File: config.mk
export PLATFORM = sky130hd
export DESIGN_NAME = burst_wdata_forward
export DESIGN_NICKNAME = d
export VERILOG_FILES = /design/src/rtl/burst_wdata_forward.sv
export SDC_FILE = /design/constraint.sdc
export NUM_CORES = 1
export LEC_CHECK = 0
export CAP_MARGIN = 30
export CORE_AREA = 5 5 428 430
export DETAILED_ROUTE_END_ITERATION = 12
export DIE_AREA = 0 0 433 435
export MAX_ROUTING_LAYER = met4
export PLACE_DENSITY = 0.41
export SLEW_MARGIN = 15
export SYNTH_ARGS = -nofsm -noshare
export SYNTH_HDL_FRONTEND = slang
export SYNTH_SLANG_ARGS = --single-unit
File: constraint.sdc
create_clock -name clk -period 2.27 [get_ports clk]
set_clock_uncertainty 0.2 [all_clocks]
set_input_delay 0.454 -clock clk [delete_from_list [all_inputs] [get_ports clk]]
set_output_delay 0.454 -clock clk [all_outputs]
set_load 0.03 [all_outputs]
File: src/rtl/burst_wdata_forward.sv
`default_nettype none
// ============================================================================
//  Module      : burst_wdata_forward
//  Description : AXI write-data stage that sits behind the burst detector.
//                For every burst length L popped from the burst-length FIFO
//                it forwards L+1 beats from the write-data FIFO onto the W
//                channel. WLAST is asserted on the final beat of each burst.
//                When one burst ends, the next burst length is fetched in the
//                same cycle, so the W channel can run at one beat per clock
//                across burst boundaries.
//
//  Ports:
//    clk, rst            clock, synchronous active-high reset
//    burst_len_dout      head of the burst-length FIFO (L means L+1 beats)
//    burst_len_empty_n   burst-length FIFO holds at least one entry
//    burst_len_read      pop strobe for the burst-length FIFO (combinational)
//    data_dout           head of the write-data FIFO
//    data_empty_n        write-data FIFO holds at least one entry
//    data_read           pop strobe for the write-data FIFO (combinational)
//    m_axi_w*            AXI W channel; wdata, wlast and wvalid are registered
//
//  Revision    : 1.0 - initial release
// ============================================================================
module burst_wdata_forward #(
    parameter int DATA_WIDTH      = 512,
    parameter int BURST_LEN_WIDTH = 8
) (
    input  logic                        clk,
    input  logic                        rst,
    input  logic [BURST_LEN_WIDTH-1:0]  burst_len_dout,
    input  logic                        burst_len_empty_n,
    output logic                        burst_len_read,
    input  logic [DATA_WIDTH-1:0]       data_dout,
    input  logic                        data_empty_n,
    output logic                        data_read,
    output logic [DATA_WIDTH-1:0]       m_axi_wdata,
    output logic [DATA_WIDTH/8-1:0]     m_axi_wstrb,
    output logic                        m_axi_wlast,
    output logic                        m_axi_wvalid,
    input  logic                        m_axi_wready
);

    localparam logic [0:0] c_ST_IDLE   = 1'b0;
    localparam logic [0:0] c_ST_ACTIVE = 1'b1;

    localparam logic [BURST_LEN_WIDTH-1:0] c_REM_ZERO = '0;
    localparam logic [BURST_LEN_WIDTH-1:0] c_REM_ONE  = {{(BURST_LEN_WIDTH-1){1'b0}}, 1'b1};

    logic [0:0]                 r_state;
    // Beats still to be popped after the one currently at the FIFO head.
    logic [BURST_LEN_WIDTH-1:0] r_remaining;
    logic [DATA_WIDTH-1:0]      r_wdata;
    logic                       r_wlast;
    logic                       r_wvalid;

    logic w_slot_free;
    logic w_data_read;
    logic w_last_pop;
    logic w_len_read;

    // The output register can take a new beat when it is empty or its
    // current beat is being accepted this cycle.
    assign w_slot_free = !r_wvalid || m_axi_wready;

    assign w_data_read = !rst && (r_state == c_ST_ACTIVE) && w_slot_free && data_empty_n;

    // Popping the final beat of the burst this cycle.
    assign w_last_pop  = w_data_read && (r_remaining == c_REM_ZERO);

    // A burst length is fetched either while idle or in the very cycle the
    // last beat of the current burst leaves the data FIFO, which removes the
    // bubble between consecutive bursts.
    assign w_len_read  = !rst && burst_len_empty_n &&
                         ((r_state == c_ST_IDLE) || w_last_pop);

    assign burst_len_read = w_len_read;
    assign data_read      = w_data_read;

    always_ff @(posedge clk) begin
        if (rst) begin
            r_state     <= c_ST_IDLE;
            r_remaining <= c_REM_ZERO;
        end else begin
            case (r_state)
                c_ST_IDLE: begin
                    if (w_len_read) begin
                        r_remaining <= burst_len_dout;
                        r_state     <= c_ST_ACTIVE;
                    end
                end
                c_ST_ACTIVE: begin
                    if (w_data_read) begin
                        if (r_remaining != c_REM_ZERO) begin
                            r_remaining <= r_remaining - c_REM_ONE;
                        end else if (w_len_read) begin
                            r_remaining <= burst_len_dout;
                        end else begin
                            r_state <= c_ST_IDLE;
                        end
                    end
                end
                default: begin
                    r_state <= c_ST_IDLE;
                end
            endcase
        end
    end

    // W output register. A beat is held untouched while wready is low; it is
    // retired when accepted without a replacement.
    always_ff @(posedge clk) begin
        if (rst) begin
            r_wdata  <= '0;
            r_wlast  <= 1'b0;
            r_wvalid <= 1'b0;
        end else if (w_data_read) begin
            r_wdata  <= data_dout;
            r_wlast  <= (r_remaining == c_REM_ZERO);
            r_wvalid <= 1'b1;
        end else if (r_wvalid && m_axi_wready) begin
            r_wvalid <= 1'b0;
        end
    end

    assign m_axi_wdata  = r_wdata;
    assign m_axi_wlast  = r_wlast;
    assign m_axi_wvalid = r_wvalid;
    assign m_axi_wstrb  = '1;

endmodule
`default_nettype wire
==> flow_summary.json, run 1 <==
{
  "cp_data_arrival_time_ps": 2160,
  "critPathLaunchType": "flip-flop",
  "ys_seq_elements": 523,
  "gp_congestion": 0.849,
  "numPortBuffers": 1040,
  "drtIter0Drc": 994,
  "path_clk_slew_ps": 50,
  "multi_input_area_um2": 7210,
  "coreArea_um2": 179000,
  "hold_path_end": "m_axi_wdata[42]",
  "clockRootBuffer": "clkbuf_16",
  "cpMostUsedCell": "nor2_4",
  "numCtsBuffers": 73,
  "finalHoldViolations": 0,
  "fmax_ghz": 0.355,
  "grt.overflow.total": 0,
  "maxSlewViolCount": 0,
  "finalSetupViolCount": 2,
  "critPathCaptureType": "output pin",
  "antenna_found_initial": 50,
  "clock_sinks": 523,
  "fin_util_pct": 19.3,
  "required_ps": 1620,
  "postRouteAntennaNets": 0,
  "seq_area_frac_synth_pct": 56.5,
  "htreeDepth": 3,
  "critical_path.cell_chain": "inv_2 > buf_6 > ha_4 > or3b_4 > nor2_4 > a21oi_4 > nor2_4 > buf_12",
  "ys_async_sr_fraction_pct": 0,
  "ys.warnings.count": 0,
  "min_period_ps": 2820,
  "drive_gt1_share_pct": 8.81,
  "rr_worst_depth": 18,
  "whs_ps": 94.9,
  "grt_usage_pct": 11.9,
  "final_cell_mix": "1033 x nand2_1, 522 x clkdlybuf4s50_1, 520 x dfxtp_1, 518 x a21oi_1, 485 x dlygate4sd2_1",
  "die_w_um": 433,
  "fin_ws_ps": -546,
  "max_cap_viol_count": 0,
  "worstPathMaxFanout": 2,
  "yosys_most_used_dff": "dfxtp_1",
  "grt_pass1_vias": 19693,
  "vias_per_cell": 3.40,
  "insertion_delay_ps": 660,
  "final_nets": 4002,
  "routedWlPerCell_um": 19.4,
  "powerDensity_nw_per_um2": 769,
  "synth.top_cell.area_share_pct": 56.5,
  "min_from": "rst",
  "period_share_pct": 124,
  "dp_hpwl_um": 91200,
  "yosysTopAreaCell": "dfxtp_1",
  "final_common_cell": "nand2_1",
  "avgSynthCellArea_um2": 7.79,
  "die_y_um": 435,
  "vias": 20082,
  "cpPeakStageDelay_ps": 400,
  "rsz0062_at_grt": "yes",
  "dieArea_um2": 188000,
  "grt_pass1_wl_um": 156000,
  "rr_endpoint": "r_remaining[1]",
  "ys_types": 39,
  "critPathSlowestCell": "or3b_4",
  "syn_inst": 2379,
  "cts_tree": "built",
  "drc": 0,
  "violations": "negative setup slack",
  "ff2ff_setup_slack_ps": -360,
  "n_fill_cell": 20296,
  "area_delta_synth_final_pct": 86.7,
  "start_util_pct": 10.3,
  "synthesis.area_um2": 18500,
  "synthTopCellsByArea": "dfxtp_1 56%, nand2_1 21%, a21oi_1 14%",
  "routed_wl_um": 115000,
  "register_area_um2": 10500,
  "grt_max_degree": 89,
  "first_pass_iters": 5,
  "leakagePower_nw": 14.4,
  "hold-path-cell-count": 3,
  "worst_pin_slew_ps": 664,
  "r2r_start": "r_remaining[1]",
  "dp.cells": 5747,
  "io_pins": 1105,
  "std_cell_rows": 156,
  "clock_path_buffers": 3,
  "synth_edf_count": 0,
  "setup_tns_ps": -909,
  "holdCritPathClass": "input pin to flip-flop",
  "stdcell_count": 5907,
  "ir_drop_mv": 0.424,
  "max_slew_margin_pct": 55.7,
  "status": "finished with violations",
  "path_class": "flip-flop to output pin"
}
[cells by family after synthesis]
| logic type | Yosys count | synth area share (%) |
|---|---|---|
| xor gates and xnor gates | 2 | 0.0945 |
| AOI/OAI and AO/OA | 544 | 15.0 |
| buffers and inverters | 244 | 6.39 |
| other | 1 | 0.0202 |
| adders and majority gates | 1 | 0.0675 |
| DFF | 523 | 56.5 |
| and+or+nand+nor | 1064 | 21.9 |
[flip-flops by register name, indices dropped and copies added (netlist names)]
register      flops
m_axi_wdata     512
r_remaining       8
m_axi_wlast       1
m_axi_wvalid      1
r_state           1
[stage by stage]
| step | setup slack, ps | cell area, um^2 | power [mW] |
|---|---|---|---|
| 2_1_floorplan | 49.5 | 18800 | 12.4 |
| 3_3_place_gp | -349 | 32400 | 15.2 |
| 3_5_place_dp | -337 | 32400 | 15.2 |
| 4_1_cts | -638 | 34500 | 27.2 |
| 5_1_grt | -669 | 34600 | 27.9 |
| 6_report | -546 | 34600 | 26.6 |
[worst max-delay path: cells and delay by family, from the launching register on]
kind                     cells  cell delay (ps)
adder cells (fa/ha/maj)      1              130
AND/OR/NAND/NOR              3              660
flip-flops                   1              330
buffers and inverters        3              280
AO/OA/AOI/OAI                1               90
[worst max-delay path by stage]
stage / start / endpoint / slack, ps / cells after the start
after floorplan: r_remaining[0] / burst_len_read / 50 / 7
after global placement: m_axi_wready / r_remaining[5] / -350 / 7
after detailed placement: m_axi_wready / r_remaining[5] / -340 / 7
after CTS: r_remaining[1] / burst_len_read / -640 / 7
after global routing: r_remaining[1] / burst_len_read / -670 / 8
final: r_remaining[1] / burst_len_read / -550 / 8
[synth_stat cells (2+ instances only)]
cell type,count
o22a_1,2
nand3_1,5
nor2_1,8
xnor2_1,2
nand2b_1,3
nand4b_1,2
buf_1,9
buf_4,64
clkbuf_1,143
dfxtp_1,523
a21oi_1,519
inv_1,5
o21ai_0,9
nor2b_1,2
nor3_1,3
nand2_1,1033
buf_2,23
o31ai_1,2
o22ai_1,2
[power by group]
group / switching, mW / internal, mW
clock network: 4.63 / 7.12
logic: 2.86 / 2.06
registers: 0.255 / 9.68
total: 7.75 / 18.9
[per-layer routing]
layer,track usage [%],vias up,wire length [um]
met4,3.08,0,2630
met3,3.78,176,8610
met2,20.5,706,57500
li1,-,9749,-
met1,13.3,9451,45800
met5,-,-,0
[timing repair]
item                                   4_1_cts  5_1_grt
hold buffers                                 1        0
setup endpoints to repair                  499        9
resized for setup                          528       22
setup buffers                               22        3
pin swaps                                    5        9
endpoints found under the hold margin        9        0
[layout make-up]
class	instances	share of cell area [%]
diodes	6	0.0434
multi-input cells	1675	20.8
clock buffers	111	6.22
flip-flops and latches	523	30.3
clock inverters	19	0.832
well taps	2370	8.57
inverters	5	0.0542
repair buffers	1198	33.2
Power figures use the tool's default switching activity.
==> inputs of run 2 (changes only) <==
--- a/config.mk
+++ b/config.mk
@@ -7,6 +7,7 @@
 export LEC_CHECK = 0
 export CAP_MARGIN = 30
 export CORE_AREA = 5 5 428 430
+export CTS_CLUSTER_SIZE = 16
 export DETAILED_ROUTE_END_ITERATION = 12
 export DIE_AREA = 0 0 433 435
 export MAX_ROUTING_LAYER = met4
==> run 2 against run 1 <==
Net effect:
- the flow still finishes with violations (negative setup slack)
- setup slack better by 29 ps
- via count down 0.20%
- highest routed layer unchanged
- cell count about the same
- cell area hardly changed
- critical path type unchanged
- sequential share of layout area about the same
- combinational power hardly changed
- largest power group unchanged
- count of clock-buffer cells in the layout shrank 2
- largest cell class unchanged
==> flow_summary.json, run 2 (synthesis gave the netlist of run 1 again) <==
{
  "ir_drop_mv": 0.430,
  "final_common_cell": "nand2_1",
  "cts_tree": "built",
  "fin_ws_ps": -517,
  "n_fill_cell": 20285,
  "grt.overflow.total": 0,
  "gp_congestion": 0.849,
  "design_power_total_mw": 26.7,
  "antenna_found_initial": 50,
  "grt_usage_pct": 11.9,
  "insertion_delay_ps": 650,
  "io_pins": 1105,
  "cp_data_arrival_time_ps": 2130,
  "drive_gt1_share_pct": 9.08,
  "numPortBuffers": 1040,
  "multi_input_area_um2": 7240,
  "htreeDepth": 3,
  "final_cell_mix": "1033 x nand2_1, 522 x clkdlybuf4s50_1, 520 x dfxtp_1, 518 x a21oi_1, 483 x dlygate4sd2_1",
  "powerDensity_nw_per_um2": 770,
  "critical_path.cell_chain": "inv_2 > buf_6 > ha_4 > or3b_4 > nor2_4 > a21oi_4 > nor2_4 > buf_12",
  "status": "finished with violations",
  "finalSetupViolCount": 6,
  "dp.cells": 5747,
  "critPathSlowestCell": "or3b_4",
  "max_slew_margin_pct": 55.8,
  "register_area_um2": 10500,
  "numCtsBuffers": 74,
  "start_util_pct": 10.3,
  "std_cell_rows": 156,
  "violations": "negative setup slack",
  "drc": 0,
  "stdcell_count": 5910,
  "routedWlPerCell_um": 19.4,
  "rr_worst_depth": 18,
  "final_nets": 4005,
  "maxSlewViolCount": 0,
  "area_delta_synth_final_pct": 86.9,
  "largest_reg_flops": 512,
  "grt_pass1_wl_um": 156000,
  "clock_path_buffers": 3,
  "cpMostUsedCell": "nor2_4",
  "finalHoldViolations": 0,
  "worst_pin_slew_ps": 663,
  "max_cap_viol_count": 0,
  "die_w_um": 433,
  "period_share_pct": 123,
  "dp_hpwl_um": 91200,
  "hold-path-cell-count": 3,
  "holdCritPathClass": "input pin to flip-flop",
  "die_y_um": 435,
  "vias": 20041,
  "worstPathMaxFanout": 2,
  "clockRootBuffer": "clkbuf_16",
  "routed_wl_um": 115000,
  "dieArea_um2": 188000,
  "drtIter0Drc": 985,
  "min_period_ps": 2790,
  "postRouteAntennaNets": 0,
  "first_pass_iters": 5,
  "critPathCaptureType": "output pin",
  "rsz0062_at_grt": "yes",
  "path_clk_slew_ps": 50,
  "clock_sinks": 523,
  "coreArea_um2": 179000,
  "path_class": "flip-flop to output pin",
  "cpPeakStageDelay_ps": 400,
  "leakagePower_nw": 14.4,
  "vias_per_cell": 3.39,
  "grt_max_degree": 89,
  "critPathLaunchType": "flip-flop",
  "fmax_ghz": 0.359,
  "required_ps": 1620,
  "grt_pass1_vias": 19713
}
==> run 2: changes by cell type in the layout (fill, tap and decap cells not counted), moves of 2 or more <==
cell,delta
dlygate4sd2_1,-2
buf_6,-3
o22ai_1,-2
clkbuf_8,-2
buf_4,+5
clkbuf_2,+2
o22ai_2,+2
==> run 2: final timing paths <==
kind                         start                to  slack, ps
setup / recovery    r_remaining[1]    burst_len_read       -520
hold / removal                 rst   m_axi_wdata[42]         90
setup reg to reg    r_remaining[1]    r_remaining[1]       -450
hold reg to reg   m_axi_wdata[448]  m_axi_wdata[448]        250
==> run 2: layer usage <==
layer / GRT usage (%) / wire length, um
met1: 13.2 / 45800
met2: 20.5 / 57600
met3: 3.86 / 8660
met4: 3.12 / 2530
met5: - / 0
==> run 2: repair_timing <==
| item | CTS | global route |
|---|---|---|
| hold buffers | 1 | 0 |
| pin swaps | 5 | 12 |
| setup endpoints to repair | 499 | 9 |
| setup buffers | 22 | 5 |
| gates resized for setup | 531 | 26 |
| hold endpoints to repair | 9 | 0 |
==> run 2: critical path: cells and delay by family (launching register included) <==
kind	cells	cell delay (ps)
buffers and inverters	3	280
DFF	1	320
adders and majority gates	1	120
and+or+nand+nor	3	660
AOI/OAI and AO/OA	1	90
==> run 2: power breakdown <==
| group | leakage [nW] | switching, mW | internal, mW | total, mW |
|---|---|---|---|---|
| combinational | 8.91 | 2.87 | 2.07 | 4.94 |
| sequential | 4.26 | 0.256 | 9.68 | 9.94 |
| clock | 1.19 | 4.66 | 7.13 | 11.8 |
==> run 2: cell type report <==
type,instances,area share [%]
antenna,6,0.0434
sequential,523,30.3
multi-input combinational,1675,20.9
inverter,5,0.0542
clock inverter,22,0.871
tap,2370,8.56
clock buffer,109,6.20
timing repair buffer,1200,33.1
==> run 2: per-stage QoR <==
stage	setup TNS, ps	hold slack (ps)	util (%)	setup slack (ps)	cell area, um^2
floorplan	0	267	-	49.5	18800
global route	-1700	62.9	19.3	-645	34600
global placement	-73270	241	18.1	-349	32400
detailed placement	-71920	246	18.1	-337	32400
CTS	-1300	20.1	19.2	-631	34500
finish	-1150	92.8	19.3	-517	34600
==> inputs of run 3 (changes only) <==
--- a/config.mk
+++ b/config.mk
@@ -6,10 +6,10 @@
 export NUM_CORES = 1
 export LEC_CHECK = 0
 export CAP_MARGIN = 30
-export CORE_AREA = 5 5 428 430
+export CORE_AREA = 5 5 426 428
 export CTS_CLUSTER_SIZE = 16
 export DETAILED_ROUTE_END_ITERATION = 12
-export DIE_AREA = 0 0 433 435
+export DIE_AREA = 0 0 431 433
 export MAX_ROUTING_LAYER = met4
 export PLACE_DENSITY = 0.41
 export SLEW_MARGIN = 15
==> constraint.sdc (replaced) <==
create_clock -name clk -period 3.38 [get_ports clk]
set_clock_uncertainty 0.2 [all_clocks]
set_input_delay 0.676 -clock clk [delete_from_list [all_inputs] [get_ports clk]]
set_output_delay 0.676 -clock clk [all_outputs]
set_load 0.03 [all_outputs]
==> run 3 against run 2 <==
Net effect:
- the flow now finishes without violations
- routed wire length grew 3.2%
- critical path depth shrank 1
- flip-flop and latch count is the same
- sequential share of layout area grew 0.54 points
- setup slack gained 790 ps
- cell area shrank 1.8%
- first-iteration DRC count grew 14%
- critical path type unchanged
- largest cell class unchanged
==> flow_summary.json, run 3 (synthesis gave the netlist of run 1 again) <==
{
  "status": "completed",
  "numPortBuffers": 1040,
  "ir_drop_mv": 0.353,
  "postLayoutCellArea_um2": 34000,
  "max_slew_margin_pct": 41.9,
  "r2r_start": "r_state",
  "finalHoldViolations": 0,
  "worst_pin_slew_ps": 872,
  "final_nets": 3897,
  "hold_buffers": 0,
  "start_util_pct": 10.4,
  "insertion_delay_ps": 650,
  "hold-path-cell-count": 2,
  "required_ps": 2500,
  "grt_pass1_wl_um": 159000,
  "grt.overflow.total": 0,
  "setup_tns_ps": 0,
  "postRouteAntennaNets": 0,
  "fin_ws_ps": 274,
  "cpMostUsedCell": "nor2_1",
  "rr_endpoint": "m_axi_wdata[70]",
  "die_y_um": 433,
  "period_share_pct": 91.9,
  "worstPathMaxFanout": 6,
  "stdcell_count": 5781,
  "cp_data_arrival_time_ps": 2230,
  "clock_sinks": 523,
  "std_cell_rows": 155,
  "min_period_ps": 3110,
  "gp_congestion": 0.870,
  "maxSlewViolCount": 0,
  "dp.cells": 5653,
  "clock_path_buffers": 3,
  "grt_max_degree": 131,
  "dieArea_um2": 187000,
  "coreArea_um2": 177000,
  "ff2ff_setup_slack_ps": 1010,
  "fin_util_pct": 19.2,
  "leakagePower_nw": 11.5,
  "htreeDepth": 3,
  "numCtsBuffers": 71,
  "critPathSlowestCell": "or3b_4",
  "whs_ps": 101,
  "critPathLaunchType": "flip-flop",
  "finalSetupViolCount": 0,
  "area_delta_synth_final_pct": 83.5,
  "die_w_um": 431,
  "dp_hpwl_um": 92900,
  "rsz0062_at_grt": "no",
  "routedWlPerCell_um": 20.5,
  "critical_path.cell_chain": "inv_1 > ha_1 > or3b_4 > nor2_1 > a21oi_1 > nor2_1 > buf_4",
  "antenna_found_initial": 54,
  "drtIter0Drc": 1124,
  "max_cap_viol_count": 0,
  "hold_path_end": "m_axi_wdata[96]",
  "critPathCaptureType": "output pin",
  "grt_pass1_vias": 19403,
  "grt_usage_pct": 12.3,
  "first_pass_iters": 8,
  "drive_gt1_share_pct": 5.11,
  "drc": 0,
  "vias_per_cell": 3.43,
  "final_common_cell": "clkdlybuf4s50_1",
  "place_worst_setup_slack_ps": 467,
  "routed_wl_um": 118000,
  "design_power_total_mw": 17.7,
  "path_clk_slew_ps": 60,
  "fmax_ghz": 0.322,
  "min_from": "rst",
  "final_cell_mix": "1037 x clkdlybuf4s50_1, 1033 x nand2_1, 523 x dfxtp_1, 519 x a21oi_1, 75 x clkbuf_16",
  "clockRootBuffer": "clkbuf_16",
  "largest_reg_flops": 512,
  "cpPeakStageDelay_ps": 440,
  "rr_worst_depth": 6,
  "io_pins": 1105,
  "vias": 19850,
  "holdCritPathClass": "input pin to flip-flop",
  "cts_tree": "built",
  "path_class": "flip-flop to output pin",
  "powerDensity_nw_per_um2": 522,
  "placed_cell_area_um2": 31600
}
## run 3: changes by cell type in the layout (fill, tap and decap cells not counted), sizes merged, moves of 3 or more
cell	before	now
clkdlybuf4s50	522	1037
dlygate4sd2	483	0
buf	179	58
clkdlybuf4s15	12	0
diode	6	2
clkinv	12	9
## run 3: worst max-delay path by stage
stage	cells past startpoint	start	end	slack [ps]
after detailed placement	8	data_empty_n	m_axi_wdata[295]	470
after floorplan	5	m_axi_wready	data_read	790
after global routing	7	r_remaining[0]	burst_len_read	80
after CTS	7	r_remaining[0]	burst_len_read	80
final	7	r_remaining[0]	burst_len_read	270
after global placement	8	data_empty_n	m_axi_wdata[298]	490
## run 3: where the power goes
part / switching, mW / total, mW / leakage (nW) / internal, mW
clock network: 3.11 / 7.85 / 1.17 / 4.74
registers: 0.197 / 6.70 / 4.26 / 6.50
logic: 1.84 / 3.21 / 6.11 / 1.37
total: 5.14 / 17.7 / 11.5 / 12.6
## run 3: final cells by class
cell class                 instances  area [um^2]
antenna                            2         5.00
timing repair buffer            1095        11000
tap                             2355         2950
sequential                       523        10500
clock buffer                     110         2180
multi-input combinational       1675         7140
clock inverter                    16          219
inverter                           5         18.8
fill                           19909       143000
## run 3: repair_timing
item	4_1_cts	5_1_grt
setup endpoints to repair	0	1
gates resized for setup	0	1
setup buffers	0	0
hold endpoints to repair	0	0
## run 3: worst max-delay path, delay by kind of cell (launching register included)
kind                     cells  cell delay [ps]
AO/OA/AOI/OAI                1              110
AND/OR/NAND/NOR              3              690
flip-flops                   1              350
buffers and inverters        2              250
adder cells (fa/ha/maj)      1              180
## run 3: per-layer routing
metal,wire length (um),GRT usage [%],part of all wire [%],up-vias
met4,2940,3.05,2.5,0
met3,10200,4.75,8.7,219
li1,-,-,-,9518
met1,46200,13.6,39,9388
met2,58900,21.0,50,725
met5,0,-,0,-
